--- src/rtl/seq_detector_param.sv ---
// Parametrised Mealy serial-pattern detector with runtime-programmable
// pattern and overlap mode, registered match pulse and saturating counter.
module seq_detector_param #(
    parameter int           N           = 5,
    parameter logic [N-1:0] DEF_PATTERN = N'(5'b11011),
    parameter bit           DEF_OVERLAP = 1'b1,
    parameter int           CNT_W       = 8
) (
    input  logic             clk,
    input  logic             rst,
    input  logic             en,
    input  logic             in,
    input  logic             pat_load,
    input  logic [N-1:0]     pat_in,
    input  logic             ovl_in,
    output logic             det_comb,
    output logic             det,
    output logic [CNT_W-1:0] match_cnt,
    output logic             busy_fill
);

    localparam int FW = $clog2(N);
    localparam logic [FW-1:0] FULL = FW'(N - 1);

    logic [N-2:0]  hist;
    logic [FW-1:0] fill;
    logic [N-1:0]  pattern;
    logic          ovl;
    logic [N-1:0]  window;

    // Candidate window: stored history plus the bit arriving this cycle.
    assign window    = {hist, in};
    assign det_comb  = en & ~pat_load & (fill == FULL) & (window == pattern);
    assign busy_fill = (fill < FULL);

    always_ff @(posedge clk or negedge rst) begin
        if (!rst) begin
            hist      <= '0;
            fill      <= '0;
            pattern   <= DEF_PATTERN;
            ovl       <= DEF_OVERLAP;
            det       <= 1'b0;
            match_cnt <= '0;
        end else begin
            det <= det_comb;
            if (pat_load) begin
                pattern <= pat_in;
                ovl     <= ovl_in;
                fill    <= '0;
                hist    <= '0;
            end else if (en) begin
                hist <= window[N-2:0];
                if (det_comb && !ovl)
                    fill <= '0;
                else if (fill != FULL)
                    fill <= fill + 1'b1;
                if (det_comb && (match_cnt != '1))
                    match_cnt <= match_cnt + 1'b1;
            end
        end
    end

endmodule

--- config.mk ---
export PLATFORM = sky130hd
export DESIGN_NAME = seq_detector_param
export DESIGN_NICKNAME = d
export VERILOG_FILES = /design/src/rtl/seq_detector_param.sv
export SDC_FILE = /design/constraint.sdc
export NUM_CORES = 1
export LEC_CHECK = 0
export ABC_AREA = 1
export BUFFER_PORTS_ARGS = -buffer_cell sky130_fd_sc_hd__buf_2
export CAP_MARGIN = 20
export CORE_MARGIN = 1.5
export CORE_UTILIZATION = 51
export DETAILED_ROUTE_END_ITERATION = 6
export PLACE_DENSITY = 0.86
export SYNTH_ARGS = -nofsm -noshare
export SYNTH_HDL_FRONTEND = slang
export SYNTH_SLANG_ARGS = --single-unit
--- constraint.sdc ---
create_clock -name clk -period 1.7 [get_ports clk]
set_input_delay 0.085 -clock clk [delete_from_list [all_inputs] [get_ports clk]]
set_output_delay 0.085 -clock clk [all_outputs]
set_load 0.005 [all_outputs]
# Word-level counts from Yosys, hierarchy flattened

Cells that the tools add are included.

Flip-flop bits (word level): 22
Bits of input ports: 11
Output and inout bits: 11
Word-level logic and storage cells: 30

$add $sub $neg: 2
$lt $le $gt $ge: 1
Equal/unequal tests: 4
Multiplexer cells: 6
Bitwise operators: 4
Reductions and logical operators: 7

Operator list:

| operator                                    | number |
|---|---|
| 2-to-1 mux 3 bit                            | 4 |
| adder 8 x 1 -> 8 bit, second input constant | 1 |
| 2-to-1 mux 4 bit                            | 2 |
| != test 8 bit, second input constant        | 1 |
| equality test 5 bit                         | 1 |
| adder 3 x 1 -> 3 bit, second input constant | 1 |
| bitwise AND 1 bit                           | 3 |
| equality test 3 bit, second input constant  | 1 |
| < comparator 3 bit, second input constant   | 1 |
| != test 3 bit, second input constant        | 1 |
| AND reduction 3 bit                         | 1 |
| nonzero test 3 bit                          | 1 |
| logical AND 1 bit                           | 2 |
| AND reduction 2 bit                         | 1 |
| nonzero test 2 bit                          | 1 |
| zero test 1 bit                             | 1 |
| inverter 1 bit                              | 1 |

# Longest topological paths before layout

Gate-level depths: netlist (run 1).

Word-level depth: 8
Gate-level depth with buffers: 11
Mapped depth without buffers: 11

# Worst setup path after synthesis (run 1)

No wires, ideal clock.

Path type: register to register
From: reg fill[0]
To: reg match_cnt[0]
Setup time: 0.125 ns
Data arrival time: 1.275 ns
Path slack: 0.300 ns
Stages on the path, launching flop included: 11
Path buffers: 0
Clock period less this slack: 1.400 ns
Cell sequence: dfrtp_1 -> inv_1 -> ha_1 -> nand2_2 -> inv_2 -> nand2_2 -> nor2_4 -> nand3_4 -> clkinv_4 -> nand2_4 -> xor2_1

Cells in the longest elaborated chain, start to end: 5

RTL lines:

| element                              | line | source |
|---|---|---|
| start: declaration                   | 26   | `logic [FW-1:0] fill;` |
| start signal: assignment             | 56   | `fill <= fill + 1'b1;` |
| equality test 3 bit                  | 33   | `assign det_comb = en & ~pat_load & (fill == FULL) & (window == pattern);` |
| bitwise AND 1 bit (2 in series)      | 33   |  |
| named net det_comb                   | 16   | `output logic det_comb,` |
| logical AND 1 bit                    | 57   | `if (det_comb && (match_cnt != '1))` |
| AND reduction 3 bit (no source line) | --   |  |
| end signal: assignment               | 58   | `match_cnt <= match_cnt + 1'b1;` |
| end: declaration                     | 18   | `output logic [CNT_W-1:0] match_cnt,` |

The timed path passes the listed nets, and every way through them passes these cells.
A chain may end at the register's enable or synchronous reset.

# Worst setup path in the final report (run 1)

From: reg fill[0]
To: out det_comb

Cells in the longest elaborated chain, start to end: 3

RTL lines:

| element                         | line |
|---|---|
| equality test 3 bit             | 33 |
| bitwise AND 1 bit (2 in series) | 33 |
| end: declaration                | 16 |

Every way passes these cells.

==> results.yml, run 1 <==
outcome:
  status: "finished, violations left"
  violations: "hold timing"
detailed_routing:
  drt_wl_total_um: 2441
  dr.pass1.iters: 4
  ant_nets: 0
  routedWlPerCell_um: 12.33
  drt_iter0_drc: 20
  drc: 0
  vias_per_cell: 5.015
  vias: 993
logic_synthesis:
  synth-seq-area-share_pct: 47.29
  synthTopCellsByArea: "dfrtp_1, nand2_1, dfstp_2"
  syn_area_per_cell_um2: 8.657
  synthCells: 136
  synth_area_um2: 1177
  synthDistinctLibCells: 24
  synth_top_cell_by_area: "dfrtp_1"
  synth_seq_cells: 22
  synth_nets: 150
  ys_warn_count: 0
  yosys.area.top_type_share_pct: 36.13
timing:
  tns_ns: 0
  fmax_ghz: 0.6116
  finalMaxSlewViolations: 0
  worst_slew_pin_slew_ns: 0.4918
  slew_headroom_pct: 67.21
  clock_skew_ns: 0.002230
  finalCritPeriodShare_pct: 96.18
  finalSetupViolCount: 0
  holdWs_ns: -0.0008543
  hold_viol: 1
  fin_crit_ns: 1.635
  worst_slack_ns: 0.06502
  rsz0062_at_grt: "true"
floorplan:
  die_w_um: 51.05
  core_region_area_um2: 2191
  rows: 17
  ios: 22
  initial_utilization_pct: 53.74
  die_y_um: 51.05
  die_area_um2: 2606
min_path:
  hold_path_depth: 3
  hold_class: "input port to flop"
critical_path:
  arrival_ns: 1.55
  end_kind: "output pin"
  reg2reg_depth: 11
  path_class: "flop to output pin"
  critPathLaunchType: "flop"
  worst_ep_required_time_ns: 1.62
  cp_max_fo: 4
placed_design:
  place_area_um2: 1314
  gp_congestion: 0.7978
  place_ws_ns: 0.1827
  dp_hpwl_um: 1719
  port_buffers: 21
run:
  max-cap-violations: 0
global_routing:
  track_usage_pct: 20.88
  grt_max_degree: 23
  grt_pass1_wl_um: 4043
  antenna_found_initial: 0
  grt_pass1_vias: 929
  grt-ovfl-total: 0
cts:
  clk_latency_ns: 0.30
  h-tree-depth: 1
  cts_buffers: 3
  clockRootBuffer: "clkbuf_4"
  clk_pin_slew_ns: 0.12
  clk_path_buf_depth: 2
  cts_tree: "built"
  clock-sinks: 22
layout:
  syn_to_final_growth_pct: 26.99
  drive_gt1_share_pct: 32.35
  design_area_um2: 1495
  n_antenna_cell: 0
  nets: 185
  nFillCells: 171
power:
  ir_drop_mv: 0.5760
  intPower_mw: 0.9786
  sw_frac_of_total_pct: 28.03
  seqPwrFrac_pct: 46.8
  p_sw_mw: 0.3811
  power_density_nw_per_um2: 909.4
  power_mw: 1.360
  p_leak_nw: 0.7810
  p_comb_share_pct: 23.9
  pwr-share-clk_pct: 29.3
## power by group through the flow
stage | Combinational, mW | Clock, mW | Sequential [mW]
final | 0.325 | 0.398 | 0.637
after global routing | 0.362 | 0.441 | 0.646
after CTS | 0.253 | 0.400 | 0.631
after detailed placement | 0.228 | 0 | 0.643
after global placement | 0.218 | 0 | 0.636
after floorplan | 0.157 | 0 | 0.632
## worst max-delay path, stage by stage (launching register included)
cell	delay, ns
dfrtp_1	0.41
inv_2	0.08
ha_4	0.14
nand2_4	0.06
inv_2	0.07
nand2_2	0.06
nor2_4	0.14
nand3_4	0.11
inv_8	0.08
buf_6	0.08
## synth_stat cells
cell type	instances
clkinv_1	1
nand3_1	6
clkbuf_1	1
dfstp_2	5
clkinv_4	1
inv_1	18
nand4_4	1
nand4_1	5
nand3_4	1
inv_2	2
nor2_1	2
nand2_1	45
nor2_4	1
nand2_2	2
o21ai_0	4
nor2_2	3
ha_1	3
nand3_2	2
xor2_1	6
o21ai_2	2
xnor2_1	3
o22ai_1	4
dfrtp_1	17
nand2_4	1
## final timing paths
path / end / slack (ns) / start
max in group asynchronous: pattern[0] / 1.09 / rst
hold reg to reg: pattern[1] / 0.50 / pattern[1]
setup reg to reg: match_cnt[2] / 0.10 / fill[0]
setup / recovery: det_comb / 0.07 / fill[0]
hold / removal: pattern[3] / -0.0009 / pat_in[3]
min in group asynchronous: hist[3] / 0.26 / rst
## layout by cell type, fill, tap and decap left out, drive strengths merged
master,synthesis,final
nand2,48,48
buf,0,26
inv,20,21
dfrtp,17,17
nand3,9,9
xor2,6,6
nand4,6,6
nor2,6,6
o21ai,6,6
dlygate4sd3,0,5
dfstp,5,5
o22ai,4,4
xnor2,3,3
clkbuf,1,3
ha,3,3
clkinv,2,1
bufinv,0,1
## cell families after synthesis
kind of cell / after synthesis / synth area share (%)
xor gates and xnor gates: 9 / 6.695
buffers and inverters: 23 / 7.757
AOI/OAI and AO/OA: 10 / 5.313
DFF: 22 / 47.29
adders and majority gates: 3 / 3.188
and+or+nand+nor: 69 / 29.76
## per-stage QoR
stage	instances	hold slack [ns]	util, %
finish	198	-0.0008543	68.25
global route	198	-0.008927	68.25
CTS	194	0.007487	64.99
detailed placement	184	0.07165	59.97
global placement	184	0.07142	59.97
floorplan	136	-0.2106	-
## state kept, by name (all words and copies together), names as in the netlist
name	flops
match_cnt	8
pattern	5
ovl	1
hist	4
det	1
fill	3
## routing by layer
metal | vias up | GRT usage, % | share of wire [%]
met5 | - | 0 | 0
met4 | 0 | 6.757 | 0.29
met3 | 2 | 3.509 | 3.6
li1 | 496 | - | -
met2 | 24 | 37.66 | 54
met1 | 471 | 25.15 | 43
## repair_timing
action,CTS,global route
setup buffers,1,4
setup endpoints to repair,1,1
endpoints found under the hold margin,21,0
gates resized for setup,0,10
pin swaps,0,1
hold buffers,5,0
## cell type report
cell class                 count  area (µm²)  share of cell area (%)
multi-input combinational     91       558.0                   37.32
sequential                    22       556.8                   37.24
timing repair buffer          31       202.7                   13.56
inverter                      22       90.09                   6.025
tap                           28       35.03                   2.343
clock inverter                 1       30.03                   2.008
clock buffer                   3       22.52                   1.506
Power figures use the tool's default switching activity.
==> run 2, diff against run 1 <==
--- a/constraint.sdc
+++ b/constraint.sdc
@@ -3,2 +3,2 @@
 set_output_delay 0.085 -clock clk [all_outputs]
-set_load 0.005 [all_outputs]
+set_load 0.02 [all_outputs]
==> results.yml, run 2 (same netlist as run 1, synthesis figures left out) <==
detailed_routing:
  drt_iter0_drc: 19
  drc: 0
  wl_met1_um: 1061
  vias: 998
  drt_wl_total_um: 2480
  wl_met3_um: 92
  ant_nets: 0
  wl_met2_um: 1318
  dr.pass1.iters: 4
  vias_per_cell: 5.015
  top_layer: "met4"
  routedWlPerCell_um: 12.46
critical_path:
  worst_ep_required_time_ns: 1.62
  critPathLaunchType: "flop"
  cpPeakStageDelay_ns: 0.42
  path_class: "flop to output pin"
  worstPathCellList: "inv_2 > ha_4 > nand2_4 > inv_2 > nand2_2 > nor2_4 > nand3_4 > inv_8 > buf_6"
  cp_slowest_cell: "dfrtp_1"
  crit_top_cell: "inv_2"
  end_kind: "output pin"
  arrival_ns: 1.59
  cp_max_fo: 4
global_routing:
  grt_pass1_vias: 932
  track_usage_pct: 21.01
  antenna_found_initial: 0
  grt-ovfl-total: 0
  grt_pass1_wl_um: 4064
  grt_max_degree: 23
timing:
  tns_ns: 0
  rsz0062_at_grt: "true"
  slew_headroom_pct: 67.92
  finalCritPeriodShare_pct: 98.32
  fmax_ghz: 0.5983
  fin_crit_ns: 1.671
  finalSetupViolCount: 0
  clock_skew_ns: 0.01229
  holdWs_ns: 0.01363
  finalMaxSlewViolations: 0
  hold_viol: 0
  worst_slew_pin_slew_ns: 0.4812
floorplan:
  die_w_um: 51.05
  ios: 22
  initial_utilization_pct: 53.74
  die_y_um: 51.05
  die_area_um2: 2606
  rows: 17
  core_region_area_um2: 2191
power:
  power_mw: 1.393
  p_leak_nw: 0.7822
  p_comb_share_pct: 25.9
  seqPwrFrac_pct: 45.7
  intPower_mw: 0.9873
  sw_frac_of_total_pct: 29.12
  power_density_nw_per_um2: 934.8
  pwr-share-clk_pct: 28.4
  ir_drop_mv: 0.5827
  p_sw_mw: 0.4057
placed_design:
  dp_hpwl_um: 1719
  gp_congestion: 0.7978
  place_area_um2: 1314
  port_buffers: 21
layout:
  n_antenna_cell: 0
  regMostFlops: "match_cnt"
  layout_commonest_cell: "nand2_1"
  nets: 186
  reg.largest.list: "match_cnt x8, pattern x5, hist x4"
  layout_common_cells: "nand2_1, buf_2, dfrtp_1"
  final_util_pct: 68.02
  design_area_um2: 1490
  nFillCells: 170
  drive_gt1_share_pct: 32.75
  syn_to_final_growth_pct: 26.57
  largest_reg_flops: 8
cts:
  clk_pin_slew_ns: 0.13
  h-tree-depth: 1
  clk_latency_ns: 0.31
  cts_tree: "built"
  clock-sinks: 22
  clockRootBuffer: "clkbuf_4"
  cts_buffers: 3
  clk_path_buf_depth: 2
run:
  max-cap-violations: 0
min_path:
  hold_class: "input port to flop"
outcome:
  status: "complete, no violations"
[run 2: changes by cell type in the layout (fill, tap and decap cells not counted)]
cell,delta
nand2_8,-1
buf_4,+2
buf_6,-1
nand2_4,+1
[run 2: what timing repair did]
| item | CTS | global route |
|---|---|---|
| hold buffers | 5 | 0 |
| endpoints found under the setup margin | 1 | 1 |
| pin swaps | 0 | 1 |
| buffers inserted | 2 | 4 |
| gates cloned | 0 | 0 |
| hold endpoints to repair | 21 | 0 |
| resized for setup | 1 | 8 |
[run 2: final timing paths]
path | start | depth (start not counted) | slack [ns] | to
worst max-delay path | fill[0] | 9 | 0.03 | det_comb
worst min register to register | pattern[1] | 2 | 0.50 | pattern[1]
worst min-delay path | pat_in[4] | 3 | 0.01 | pattern[4]
min in group asynchronous | rst | 2 | 0.25 | hist[3]
worst max register to register | fill[0] | 12 | 0.04 | match_cnt[6]
max in group asynchronous | rst | 2 | 1.08 | pattern[3]
[run 2: critical path, delay by kind of cell, from the launching register on]
kind / cells / cell delay (ns)
adders and majority gates: 1 / 0.14
buffers and inverters: 4 / 0.35
DFF: 1 / 0.42
and+or+nand+nor: 4 / 0.37
[run 2: layer usage]
layer,track usage (%),vias to the layer above
met5,0,-
met4,6.757,0
met3,3.509,2
met2,37.88,20
met1,25.34,476
li1,-,500
[run 2: final cells by class]
cell class                 count  area, µm²  area share [%]
timing repair buffer          32      206.4           13.85
multi-input combinational     91      549.3           36.86
clock inverter                 1      30.03           2.015
tap                           28      35.03           2.351
inverter                      22      90.09           6.045
clock buffer                   3      22.52           1.511
sequential                    22      556.8           37.36
[run 2: power by group through the flow]
stage	clock [mW]	combinational (mW)	sequential (mW)
after floorplan	0	0.168	0.644
after global placement	0	0.242	0.636
after detailed placement	0	0.253	0.643
after CTS	0.400	0.293	0.627
after global routing	0.434	0.400	0.645
final	0.396	0.361	0.636
[run 2: per-stage QoR]
stage               cells  setup slack [ns]
floorplan             136            0.2714
global placement      184            0.2645
detailed placement    184            0.1827
CTS                   195         0.0001266
global route          199          -0.05489
finish                199           0.02855
==> run 3, diff against run 2 <==
ABC_AREA = unset   (was 1)
PLACE_DENSITY = 0.87   (was 0.86)
==> results.yml, run 3 <==
detailed_routing:
  routedWlPerCell_um: 13.86
  vias: 810
  drt_iter0_drc: 15
  drt_wl_total_um: 2120
  vias_per_cell: 5.294
  dr.pass1.iters: 4
  ant_nets: 0
  drc: 0
global_routing:
  grt-ovfl-total: 0
  grt_pass1_vias: 834
  grt_max_degree: 23
  grt_pass1_wl_um: 3450
  antenna_found_initial: 0
  track_usage_pct: 18.45
logic_synthesis:
  synth.most_common_cell: "dfrtp_1"
  synthCells: 92
  synth_seq_cells: 22
  synthDistinctLibCells: 27
  synth_edf_count: 0
  synth_nets: 106
  syn_area_per_cell_um2: 11.80
  synth-seq-area-share_pct: 51.27
  synth_area_um2: 1086
  synthFlopType: "dfrtp_1"
  yosys.area.top_type_share_pct: 39.17
  async_reset_ff_share_pct: 100.0
  synthTopCellsByArea: "dfrtp_1, dfstp_2, mux2_2"
  ys_warn_count: 0
  synth_commonest_cells: "dfrtp_1, nor2_1, mux2_2"
  synth_top_cell_by_area: "dfrtp_1"
critical_path:
  cp_max_fo: 8
  arrival_ns: 1.97
  path_class: "flop to flop"
  reg2reg_depth: 6
  critPathLaunchType: "flop"
  end_kind: "flop"
  worst_ep_required_time_ns: 1.94
cts:
  clk_path_buf_depth: 2
  clk_latency_ns: 0.31
  clock-sinks: 22
  cts_buffers: 3
  clockRootBuffer: "clkbuf_4"
  h-tree-depth: 1
  cts_tree: "built"
  clk_pin_slew_ns: 0.12
layout:
  layout_common_cells: "buf_2, dfrtp_1, buf_4"
  drive_gt1_share_pct: 42.06
  syn_to_final_growth_pct: 25.35
  regMostFlops: "match_cnt"
  nFillCells: 145
  reg.largest.list: "match_cnt x8, pattern x5, hist x4"
  n_antenna_cell: 0
  layout_commonest_cell: "buf_2"
  nets: 141
  largest_reg_flops: 8
  final_cell_count_no_fill: 153
timing:
  worst_slack_ns: -0.02533
  worst_slew_pin_slew_ns: 0.4666
  fmax_ghz: 0.5796
  rsz0062_at_grt: "true"
  hold_viol: 0
  finalSetupViolCount: 3
  slew_headroom_pct: 68.89
  clock_skew_ns: 0.01085
  finalCritPeriodShare_pct: 101.5
  finalMaxSlewViolations: 0
  tns_ns: -0.03893
  fin_crit_ns: 1.725
floorplan:
  rows: 16
  initial_utilization_pct: 54.80
  core_region_area_um2: 1982
  die_y_um: 49.15
  ios: 22
  die_w_um: 49.15
  die_area_um2: 2415
placed_design:
  gp_congestion: 0.8044
  dp.cells: 140
  dp_hpwl_um: 1430
  port_buffers: 21
run:
  max-cap-violations: 0
power:
  ir_drop_mv: 0.5200
  p_leak_nw: 0.6550
  power_mw: 0.9525
  power_density_nw_per_um2: 699.7
outcome:
  violations: "setup timing"
  status: "finished, violations left"
min_path:
  hold_path_depth: 2
  hold_class: "input port to flop"
## run 3: changes by cell type in the layout (fill, tap and decap cells not counted), sizes merged, moves of 4 or more
| cell | previous run | this run |
|---|---|---|
| inv | 21 | 6 |
| mux2 | 0 | 7 |
| mux2i | 0 | 5 |
| nand2 | 48 | 5 |
| nand3 | 9 | 4 |
| nand4 | 6 | 2 |
| nor3 | 0 | 5 |
| o21ai | 6 | 1 |
| o22ai | 4 | 0 |
## run 3: power by group
group / internal [mW] / switching, mW / leakage (nW) / total, mW
sequential: 0.554 / 0.0168 / 0.280 / 0.571
combinational: 0.0679 / 0.0688 / 0.360 / 0.137
clock: 0.0915 / 0.153 / 0.0150 / 0.245
total: 0.714 / 0.239 / 0.655 / 0.953
## run 3: per-stage QoR
stage	utilization [%]	hold slack, ns	setup WS [ns]	cell area [µm²]
after floorplan	-	-0.2106	0.06464	1086
after global placement	61.81	0.06409	0.06421	1225
after detailed placement	61.81	0.06806	0.007958	1225
after CTS	66.48	0.004569	-0.005336	1318
after global routing	68.69	0.003222	-0.1197	1361
final	68.69	0.01132	-0.02533	1361
## run 3: cells by family (layout without fill, tap and decap cells)
| family | Yosys count | after routing | synth area share, % |
|---|---|---|---|
| adder cells (fa/ha/maj) | 3 | 3 | 3.457 |
| XOR/XNOR | 11 | 11 | 8.871 |
| multiplexers | 12 | 12 | 11.87 |
| AND/OR/NAND/NOR | 31 | 31 | 17.17 |
| flip-flops | 22 | 22 | 51.27 |
| AO/OA/AOI/OAI | 4 | 4 | 3.225 |
| buffers and inverters | 9 | 43 | 4.147 |
## run 3: cell type report
cell class	instances	area, µm²	area share [%]
sequential	22	556.8	40.90
multi-input combinational	61	510.5	37.50
timing repair buffer	33	211.5	15.53
tap	27	33.78	2.482
clock buffer	4	26.28	1.930
inverter	6	22.52	1.654
## run 3: worst max-delay path, cell delays in order (launching register included)
cell     delay (ns)
dfrtp_1        0.40
inv_1          0.07
ha_2           0.17
and4b_1        0.23
nand4_4        0.17
nor4_1         0.39
mux2i_1        0.23
## run 3: timing repair
action	4_1_cts	5_1_grt
pin swaps	3	2
gates cloned	0	0
resized for setup	5	4
setup endpoints to repair	2	11
hold endpoints to repair	18	2
setup buffers	4	1
hold buffers	2	2
## run 3: path summary, 6_finish.rpt
path,start,slack [ns],endpoint
max,fill[0],-0.03,match_cnt[6]
min,ovl_in,0.01,ovl
max reg2reg,fill[0],-0.03,match_cnt[6]
min reg2reg,match_cnt[5],0.51,match_cnt[5]
max in group asynchronous,rst,1.09,pattern[0]
min in group asynchronous,rst,0.25,hist[3]
## run 3: per-layer routing
metal	global-route usage (%)	share of wire [%]
met3	2.761	4.3
met4	10.00	1.1
met1	21.57	43
met2	32.21	52
met5	0	0
